`src/rtl/u409_local_cycle_ctrl_if.sv`:
```
// CPU/decoder-side bus signals of the U409 local slow-device cycle controller.
// Bundles the decoder space flags, the CPU handshake and the device strobes/selects.
interface u409_local_cycle_ctrl_if;
   logic TSn;
   logic RnW;
   logic ROM_SPACE;
   logic FLASH_SPACE;
   logic RTC_SPACE;
   logic ATA_SPACE;
   logic AUTOVECTOR;
   logic TAn;
   logic AVECn;
   logic ROMCEn;
   logic FLASHCEn;
   logic RTCCSn;
   logic ATACSn;
   logic OEn;
   logic WEn;
   logic BUSY;

   modport master (
      output TSn, RnW, ROM_SPACE, FLASH_SPACE, RTC_SPACE, ATA_SPACE, AUTOVECTOR,
      input  TAn, AVECn, ROMCEn, FLASHCEn, RTCCSn, ATACSn, OEn, WEn, BUSY
   );

   modport slave (
      input  TSn, RnW, ROM_SPACE, FLASH_SPACE, RTC_SPACE, ATA_SPACE, AUTOVECTOR,
      output TAn, AVECn, ROMCEn, FLASHCEn, RTCCSn, ATACSn, OEn, WEn, BUSY
   );
endinterface

```
`src/rtl/u409_local_cycle_ctrl.sv`:
```
// Sequences 68040 bus cycles to the U409 local slow devices (ROM, flash, RTC, ATA)
// and the autovector acknowledge; all outputs registered from the next-state decode.
//
// state    | meaning
// ---------+-----------------------------------------------------------
// S_IDLE   | waiting for TSn with a decoder flag; all outputs negated
// S_SETUP  | one cycle of CE/CS before the strobe
// S_STROBE | OEn/WEn active; wait-state counter runs down to 1
// S_TERM   | one cycle of TAn (plus AVECn for autovector)
module u409_local_cycle_ctrl #(
   parameter int unsigned ROM_WS   = 4,
   parameter int unsigned FLASH_WS = 3,
   parameter int unsigned RTC_WS   = 8,
   parameter int unsigned ATA_WS   = 6
) (
   input  logic                   CLK40,
   input  logic                   RESETn,
   u409_local_cycle_ctrl_if.slave bus
);

   localparam logic [3:0] ROM_WS_E   = 4'((ROM_WS   == 0) ? 1 : ROM_WS);
   localparam logic [3:0] FLASH_WS_E = 4'((FLASH_WS == 0) ? 1 : FLASH_WS);
   localparam logic [3:0] RTC_WS_E   = 4'((RTC_WS   == 0) ? 1 : RTC_WS);
   localparam logic [3:0] ATA_WS_E   = 4'((ATA_WS   == 0) ? 1 : ATA_WS);

   typedef enum logic [1:0] {S_IDLE, S_SETUP, S_STROBE, S_TERM} state_t;
   typedef enum logic [2:0] {T_ROM, T_FLASH, T_RTC, T_ATA, T_AVEC} tgt_t;

   state_t     state_q, state_d;
   tgt_t       tgt_q, tgt_d;
   logic       rnw_q, rnw_d;
   logic [3:0] cnt_q, cnt_d;

   logic tan_q, tan_d, avecn_q, avecn_d;
   logic romcen_q, romcen_d, flashcen_q, flashcen_d;
   logic rtccsn_q, rtccsn_d, atacsn_q, atacsn_d;
   logic oen_q, oen_d, wen_q, wen_d, busy_q, busy_d;

   logic any_flag;
   logic ce_on, strobe_on, term_on;

   assign any_flag = bus.AUTOVECTOR | bus.FLASH_SPACE | bus.ROM_SPACE |
                     bus.RTC_SPACE | bus.ATA_SPACE;

   always_comb begin
      state_d = state_q;
      tgt_d   = tgt_q;
      rnw_d   = rnw_q;
      cnt_d   = cnt_q;
      case (state_q)
         S_IDLE: begin
            if (!bus.TSn && any_flag) begin
               rnw_d   = bus.RnW;
               state_d = S_SETUP;
               if (bus.AUTOVECTOR) begin
                  tgt_d   = T_AVEC;
                  state_d = S_TERM;
               end else if (bus.FLASH_SPACE) begin
                  tgt_d = T_FLASH;
                  cnt_d = FLASH_WS_E;
               end else if (bus.ROM_SPACE) begin
                  tgt_d = T_ROM;
                  cnt_d = ROM_WS_E;
               end else if (bus.RTC_SPACE) begin
                  tgt_d = T_RTC;
                  cnt_d = RTC_WS_E;
               end else begin
                  tgt_d = T_ATA;
                  cnt_d = ATA_WS_E;
               end
            end
         end
         S_SETUP:  state_d = S_STROBE;
         S_STROBE: begin
            cnt_d = cnt_q - 4'd1;
            if (cnt_q <= 4'd1) state_d = S_TERM;
         end
         S_TERM:   state_d = S_IDLE;
         default:  state_d = S_IDLE;
      endcase

      // Outputs are decoded from the next state so they register in step with it.
      ce_on      = (state_d != S_IDLE) && (tgt_d != T_AVEC);
      strobe_on  = (state_d == S_STROBE);
      term_on    = (state_d == S_TERM);
      romcen_d   = !(ce_on && tgt_d == T_ROM);
      flashcen_d = !(ce_on && tgt_d == T_FLASH);
      rtccsn_d   = !(ce_on && tgt_d == T_RTC);
      atacsn_d   = !(ce_on && tgt_d == T_ATA);
      oen_d      = !(rnw_d && ce_on && (strobe_on || term_on));
      wen_d      = !(!rnw_d && strobe_on && tgt_d != T_ROM);
      tan_d      = !term_on;
      avecn_d    = !(term_on && tgt_d == T_AVEC);
      busy_d     = (state_d != S_IDLE);
   end

   always_ff @(posedge CLK40) begin
      if (!RESETn) begin
         state_q    <= S_IDLE;
         tgt_q      <= T_ROM;
         rnw_q      <= 1'b1;
         cnt_q      <= 4'd0;
         tan_q      <= 1'b1;
         avecn_q    <= 1'b1;
         romcen_q   <= 1'b1;
         flashcen_q <= 1'b1;
         rtccsn_q   <= 1'b1;
         atacsn_q   <= 1'b1;
         oen_q      <= 1'b1;
         wen_q      <= 1'b1;
         busy_q     <= 1'b0;
      end else begin
         state_q    <= state_d;
         tgt_q      <= tgt_d;
         rnw_q      <= rnw_d;
         cnt_q      <= cnt_d;
         tan_q      <= tan_d;
         avecn_q    <= avecn_d;
         romcen_q   <= romcen_d;
         flashcen_q <= flashcen_d;
         rtccsn_q   <= rtccsn_d;
         atacsn_q   <= atacsn_d;
         oen_q      <= oen_d;
         wen_q      <= wen_d;
         busy_q     <= busy_d;
      end
   end

   assign bus.TAn      = tan_q;
   assign bus.AVECn    = avecn_q;
   assign bus.ROMCEn   = romcen_q;
   assign bus.FLASHCEn = flashcen_q;
   assign bus.RTCCSn   = rtccsn_q;
   assign bus.ATACSn   = atacsn_q;
   assign bus.OEn      = oen_q;
   assign bus.WEn      = wen_q;
   assign bus.BUSY     = busy_q;

endmodule

```
`src/flat_wrapper.sv`:
```
// flat-port wrapper written by rule: the top's interface ports become plain ports
module u409_local_cycle_ctrl_flat 
#(
   parameter int unsigned ROM_WS   = 4,
   parameter int unsigned FLASH_WS = 3,
   parameter int unsigned RTC_WS   = 8,
   parameter int unsigned ATA_WS   = 6
)
  (CLK40, RESETn, bus_TSn, bus_RnW, bus_ROM_SPACE, bus_FLASH_SPACE, bus_RTC_SPACE, bus_ATA_SPACE, bus_AUTOVECTOR, bus_TAn, bus_AVECn, bus_ROMCEn, bus_FLASHCEn, bus_RTCCSn, bus_ATACSn, bus_OEn, bus_WEn, bus_BUSY);
  u409_local_cycle_ctrl_if bus_i ();
  input  logic CLK40;
  input  logic RESETn;
  input wire logic [$bits(bus_i.TSn)-1:0] bus_TSn;
  input wire logic [$bits(bus_i.RnW)-1:0] bus_RnW;
  input wire logic [$bits(bus_i.ROM_SPACE)-1:0] bus_ROM_SPACE;
  input wire logic [$bits(bus_i.FLASH_SPACE)-1:0] bus_FLASH_SPACE;
  input wire logic [$bits(bus_i.RTC_SPACE)-1:0] bus_RTC_SPACE;
  input wire logic [$bits(bus_i.ATA_SPACE)-1:0] bus_ATA_SPACE;
  input wire logic [$bits(bus_i.AUTOVECTOR)-1:0] bus_AUTOVECTOR;
  output wire logic [$bits(bus_i.TAn)-1:0] bus_TAn;
  output wire logic [$bits(bus_i.AVECn)-1:0] bus_AVECn;
  output wire logic [$bits(bus_i.ROMCEn)-1:0] bus_ROMCEn;
  output wire logic [$bits(bus_i.FLASHCEn)-1:0] bus_FLASHCEn;
  output wire logic [$bits(bus_i.RTCCSn)-1:0] bus_RTCCSn;
  output wire logic [$bits(bus_i.ATACSn)-1:0] bus_ATACSn;
  output wire logic [$bits(bus_i.OEn)-1:0] bus_OEn;
  output wire logic [$bits(bus_i.WEn)-1:0] bus_WEn;
  output wire logic [$bits(bus_i.BUSY)-1:0] bus_BUSY;
  assign bus_i.TSn = bus_TSn;
  assign bus_i.RnW = bus_RnW;
  assign bus_i.ROM_SPACE = bus_ROM_SPACE;
  assign bus_i.FLASH_SPACE = bus_FLASH_SPACE;
  assign bus_i.RTC_SPACE = bus_RTC_SPACE;
  assign bus_i.ATA_SPACE = bus_ATA_SPACE;
  assign bus_i.AUTOVECTOR = bus_AUTOVECTOR;
  assign bus_TAn = bus_i.TAn;
  assign bus_AVECn = bus_i.AVECn;
  assign bus_ROMCEn = bus_i.ROMCEn;
  assign bus_FLASHCEn = bus_i.FLASHCEn;
  assign bus_RTCCSn = bus_i.RTCCSn;
  assign bus_ATACSn = bus_i.ATACSn;
  assign bus_OEn = bus_i.OEn;
  assign bus_WEn = bus_i.WEn;
  assign bus_BUSY = bus_i.BUSY;
  u409_local_cycle_ctrl #(.ROM_WS(ROM_WS), .FLASH_WS(FLASH_WS), .RTC_WS(RTC_WS), .ATA_WS(ATA_WS)) u_core (.CLK40(CLK40), .RESETn(RESETn), .bus(bus_i));
endmodule
```
`config.mk`:
```
export PLATFORM = sky130hd
export DESIGN_NAME = u409_local_cycle_ctrl_flat
export DESIGN_NICKNAME = d
export VERILOG_FILES = /design/src/rtl/u409_local_cycle_ctrl_if.sv /design/src/rtl/u409_local_cycle_ctrl.sv /design/src/flat_wrapper.sv
export SDC_FILE = /design/constraint.sdc
export NUM_CORES = 1
export LEC_CHECK = 0
export BUFFER_PORTS_ARGS = -buffer_cell sky130_fd_sc_hd__clkbuf_2
export CORE_MARGIN = 3
export CORE_UTILIZATION = 45
export CTS_CLUSTER_DIAMETER = 150
export DETAILED_ROUTE_END_ITERATION = 10
export PLACE_DENSITY = 0.75
export SETUP_SLACK_MARGIN = 0.05
export SKIP_CTS_REPAIR_TIMING = 1
export SYNTH_ARGS = -nofsm -noshare
export SYNTH_HDL_FRONTEND = slang
export SYNTH_SLANG_ARGS = --single-unit
```
`constraint.sdc`:
```
create_clock -name CLK40 -period 2 [get_ports CLK40]
set_input_delay 0.4 -clock CLK40 [delete_from_list [all_inputs] [get_ports CLK40]]
set_output_delay 0.4 -clock CLK40 [all_outputs]
set_load 0.02 [all_outputs]
```
# [Word-level counts from Yosys, hierarchy flattened]
# Index checks and enable logic that the tools add are counted.
[word_totals] regBits=19 latch_bits=0 mem_bits_rw=0 mem_bits_ro=0 inputBits=9 elab_cells=77 n_memories=0
[classes] addsub=1 n_mul=0 div_mod_pow=0 n_lt_le_gt_ge=1 n_eq_ne=12 shifts=0 n_mux=18 bitwise=4 reduce_logical=28
[op_table] op="4-bit two-way mux" count=5
[op_table] op="3-bit two-way mux" count=5
[op_table] op="1-bit logical AND" count=11
[op_table] op="1-bit zero test" count=10
[op_table] op="2-bit equality test (second input constant)" count=4
[op_table] op="2-bit case mux with 4 select lines" count=1
[op_table] op="4-bit case mux with 2 select lines" count=1
[op_table] op="3-bit by 2-bit equality test with 1-bit output (second input constant)" count=2
[op_table] op="2-bit two-way mux" count=3
[op_table] op="4-bit by 1-bit <= comparator with 1-bit output (second input constant)" count=1
[op_table] op="1-bit bitwise OR" count=4
[op_table] op="2-bit nonzero test" count=2
[op_table] op="4-bit by 1-bit subtractor with 4-bit output (second input constant)" count=1
[op_table] op="3-bit by 1-bit equality test with 1-bit output (second input constant)" count=1
[op_table] op="3-bit equality test (second input constant)" count=1
[op_table] op="3-bit zero test" count=1
[op_table] op="1-bit two-way mux" count=3
[op_table] op="3-bit != test (second input constant)" count=1
[op_table] op="3-bit AND reduction" count=1
[op_table] op="3-bit nonzero test" count=1
[op_table] op="2-bit by 1-bit equality test with 1-bit output (second input constant)" count=1
[op_table] op="2-bit zero test" count=1
[op_table] op="2-bit by 1-bit != test with 1-bit output (second input constant)" count=1
[op_table] op="2-bit != test (second input constant)" count=1
[op_table] op="1-bit logical OR" count=1

# [Longest topological paths before layout]
[depth] depth_word=12 ltp_mapped=8

# [Worst setup path before layout]
# Ideal clock, no wire load.
[synth_timing] path_type="register -> register" from="register u_core.state_q[0]" to="register u_core.oen_q (netlist: u_core.bus.OEn)" setup_ns=0.134 arrival_time_ns=1.712 path_slack_ns=0.154 stages_incl_launch_ff=8 path_cell_list="dfxtp_1 > inv_1 > ha_1 > nand2b_1 > clkbuf_1 > o41ai_2 > nor3_1 > or4_1"
[synth_between] elab_chain_cells=7 elab_cells_between_ends=18
[synth_rtl] item="from (decl)" line="u409_local_cycle_ctrl.sv:29" source="state_t state_q, state_d;"
[synth_rtl] item="from (signal assigned)" line="u409_local_cycle_ctrl.sv:113" source="state_q <= state_d;"
[synth_rtl] item="2-bit equality test, or another cell as far along" line="u409_local_cycle_ctrl.sv:50" source="case (state_q)"
[synth_rtl] item="2-bit case mux with 4 select lines / 3-bit two-way mux (equally long branches)" line="u409_local_cycle_ctrl.sv:50"
[synth_rtl] item="2-bit nonzero test / 3-bit != test (equally long branches)" line="u409_local_cycle_ctrl.sv:83" source="ce_on = (state_d != S_IDLE) && (tgt_d != T_AVEC);"
[synth_rtl] item="1-bit logical AND" line="u409_local_cycle_ctrl.sv:83"
[synth_rtl] item="1-bit logical AND" line="u409_local_cycle_ctrl.sv:90" source="oen_d = !(rnw_d && ce_on && (strobe_on || term_on));"
[synth_rtl] item="1-bit logical AND (*)" line="u409_local_cycle_ctrl.sv:90"
[synth_rtl] item="1-bit zero test (*)" line="u409_local_cycle_ctrl.sv:90"
[synth_rtl] item="to (signal assigned)" line="u409_local_cycle_ctrl.sv:123" source="oen_q <= oen_d;"
[synth_rtl] item="to (decl)" line="u409_local_cycle_ctrl.sv:37" source="logic oen_q, oen_d, wen_q, wen_d, busy_q, busy_d;"
# Every way passes the cells marked *; elsewhere a longest branch is shown, timed or not.
# A chain may end at the register's enable or synchronous reset.

# [Worst setup path in the final report]
[layout_timing] from="register u_core.state_q[0]" to="register u_core.wen_q (netlist: u_core.bus.WEn)"
[layout_between] elab_chain_cells=6 elab_cells_between_ends=15
[layout_rtl] item="2-bit equality test, or another cell as far along" line="u409_local_cycle_ctrl.sv:50"
[layout_rtl] item="2-bit case mux with 4 select lines / 1-bit two-way mux (equally long branches)" line="u409_local_cycle_ctrl.sv:50"
[layout_rtl] item="2-bit equality test / 1-bit zero test (equally long branches)" line="u409_local_cycle_ctrl.sv:84, u409_local_cycle_ctrl.sv:91"
[layout_rtl] item="1-bit logical AND" line="u409_local_cycle_ctrl.sv:91" source="wen_d = !(!rnw_d && strobe_on && tgt_d != T_ROM);"
[layout_rtl] item="1-bit logical AND (*)" line="u409_local_cycle_ctrl.sv:91"
[layout_rtl] item="1-bit zero test (*)" line="u409_local_cycle_ctrl.sv:91"
[layout_rtl] item="to (signal assigned)" line="u409_local_cycle_ctrl.sv:124" source="wen_q <= wen_d;"
[layout_rtl] item="to (decl)" line="u409_local_cycle_ctrl.sv:37"
# Marks and branches as above.

==> run_results.csv <==
group,metric,value,unit
outcome,status,"complete, no violations",
timing,fin_crit_sh,89.2,%
route,viasPerCell,5.49,
critical_path,slowest_delay,370,ps
critical_path,crit_type,"reg -> reg",
pwr,power_density,934,nW/µm²
place,hpwl,1420,µm
synthesis,synth_nets,118,
critical_path,critPathSlowestCell,"or3b_1",
pwr,power.total,1010,µW
timing,hold_viol_final,0,
route,wirelength,1820,µm
final_layout,nets,142,
timing,min_period,1780,ps
critical_path,worst_setup_path_end_kind,"flop",
critical_path,crit_buf_inv,2,
hold_path,hold_class,"in -> reg",
timing,tightestPinTransition,444,ps
place,gp_congestion,0.854,
synthesis,synthCells,105,
place,io_buffers,17,
die,io_pins,18,
final_layout,final_util,59.4,%
die,initial_core_util,50.1,%
synthesis,ys_types,35,
die,die_area,2600,µm²
global_route,grt_pass1_vias,718,
timing,drv_slew,0,
route,first_pass_iters,4,
critical_path,cp_cell_sequence,"inv_1 -> ha_1 -> nand2b_2 -> a22oi_1 -> o41ai_2 -> buf_4 -> or3b_1 -> nand4_1",
synthesis,yosys.area.top_type_share,41.7,%
cts,clock_path_buffers,2,
final_layout,fillerInstances,169,
critical_path,startpoint_type,"flop",
timing,totalNegativeSetupSlack,0,ps
synthesis,synth_seq_area_share,41.7,%
timing,fmax,561,MHz
timing,rsz0062_at_grt,"no",
cts,cts-root-buf,"clkbuf_4",
place,place_area,1050,µm²
critical_path,crit_arrival,2020,ps
final_layout,final_cell_mix,"dfxtp_1 (19), clkbuf_2 (17), nor2_1 (11)",
cts,cts.clk_slew.worst_paths,110,ps
critical_path,path_delay_family,"simple AND/OR/NAND/NOR gates",
timing,slew_headroom,70.0,%
cts,cts_tree,"yes",
global_route,grt_pass1_wl,3080,µm
synthesis,yosysTopAreaCell,"dfxtp_1",
route,ant_nets,0,
die,chipHeight,51.0,µm
synthesis,synth_area_leaders,"dfxtp_1 (42%), ha_1 (5.5%), nor2_1 (4.5%)",
route,wl_per_cell,11.9,µm
route,drt_iter0_markers,15,
critical_path,cp.required,2240,ps
synthesis,synth_ff_type,"dfxtp_1",
route,drc_errors,0,
synthesis,synth_async_sr_flop_share,0,%
synthesis,avgSynthCellArea,8.69,µm²
cts,htree_levels,1,
synthesis,syn_area,912,µm²
global_route,grt_antenna_before_repair,0,
cts,numCtsBuffers,3,
synthesis,synth_edf_count,0,
global_route,grt_start_max_net_pins,12,
final_layout,diodes,0,
global_route,grt-ovfl-total,0,
final_layout,area_delta_synth_final,18.5,%
final_layout,drive_gt1_share,23.4,%
cts,clock_latency,290,ps
synthesis,synth-warning-count,0,
flow_run,drv_cap,0,
die,coreArea,1820,µm²
timing,setup-violations-final,0,
synthesis,ys_ff_latch,19,
timing,finClkSkew,4.54,ps
global_route,track_usage,15.6,%
die,fp.dieW,51.0,µm
final_layout,layout_commonest_cell,"dfxtp_1",
pwr,ir_drop,0.000593,V
final_layout,fin_area,1080,µm²
cts,cts_num_sinks,19,
critical_path,crit_fanout,8,
die,rows,15,
route,num_vias,840,
pwr,leakage,0.000465,µW
## cell usage after synthesis (all sizes together), types with 2 or more instances
master and n:
dfxtp 19, nor3 4, nand3b 2, a22oi 2
and2 2, o21ai 6, a21oi 8, nand2 5
o41ai 2, nor2 11, nand3 5, or2 3
clkbuf 2, ha 4, inv 9, nand2b 2
mux2i 2, o21a 2
## power by group
part	internal (µW)	switching, µW
logic	144	214
clock network	74.4	114
registers	432	31.9
## worst reg2reg max path, delay by kind of cell (launching register included)
family	cells	cell delay, ps
DFF	1	330
AOI/OAI and AO/OA	2	360
buffers and inverters	2	260
and+or+nand+nor	3	600
adders and majority gates	1	190
## path summary, 6_finish.rpt
check,from,to,slack [ps],cells after the start
max,u_core.state_q[0]$_SDFF_PN0_,u_core.bus.WEn$_SDFF_PN1_,220,8
min,RESETn,u_core.rnw_q$_SDFF_PN1_,330,2
max reg2reg,u_core.state_q[0]$_SDFF_PN0_,u_core.bus.WEn$_SDFF_PN1_,220,8
min reg2reg,u_core.rnw_q$_SDFF_PN1_,u_core.rnw_q$_SDFF_PN1_,510,2
## kinds of logic (layout without fill, tap and decap cells)
logic type                 count (synthesis)  count (layout)  share of synthesized area (%)
AOI/OAI and AO/OA                         26              26                           19.2
xor gates and xnor gates                   1               1                          0.960
adders and majority gates                  4               4                           5.49
buffers and inverters                     11              34                           4.53
DFF                                       19              19                           41.7
muxes                                      2               2                           2.19
and+or+nand+nor                           42              42                           25.9
## stage by stage
step | setup slack (ps) | std cells | hold slack (ps)
5_1_grt | 124 | 153 | 349
6_report | 216 | 153 | 329
3_3_place_gp | 102 | 149 | 471
3_5_place_dp | 33.0 | 149 | 483
4_1_cts | 164 | 153 | 327
2_1_floorplan | 154 | 105 | 451
## routing by layer
metal  routed length (µm)  vias up  share of wire, %  GRT usage (%)
li1                     -      421                 -              -
met1                  889      391                49           21.1
met2                  821       22                45           23.2
met3                   83        6               4.6           3.79
met4                   25        0               1.4           7.62
met5                    0        -                 0              0
## flip-flops by register name (all words and copies together), names as in the netlist
signal / cells
u_core.cnt_q: 4
u_core.tgt_q: 3
u_core.state_q: 2
u_core.bus.ATACSn: 1
u_core.bus.AVECn: 1
u_core.bus.BUSY: 1
u_core.bus.FLASHCEn: 1
u_core.bus.OEn: 1
u_core.bus.ROMCEn: 1
u_core.bus.RTCCSn: 1
u_core.bus.TAn: 1
u_core.bus.WEn: 1
u_core.rnw_q: 1
## cell type report
class	instances	area [µm²]	area share, %
clock buffers	3	22.5	2.08
flip-flops and latches	19	380	35.2
clock inverters	1	5.00	0.463
inverters	9	33.8	3.12
repair buffers	21	115	10.6
multi-input cells	75	493	45.6
well taps	25	31.3	2.89
No activity file was read; power rests on OpenSTA's default activity.
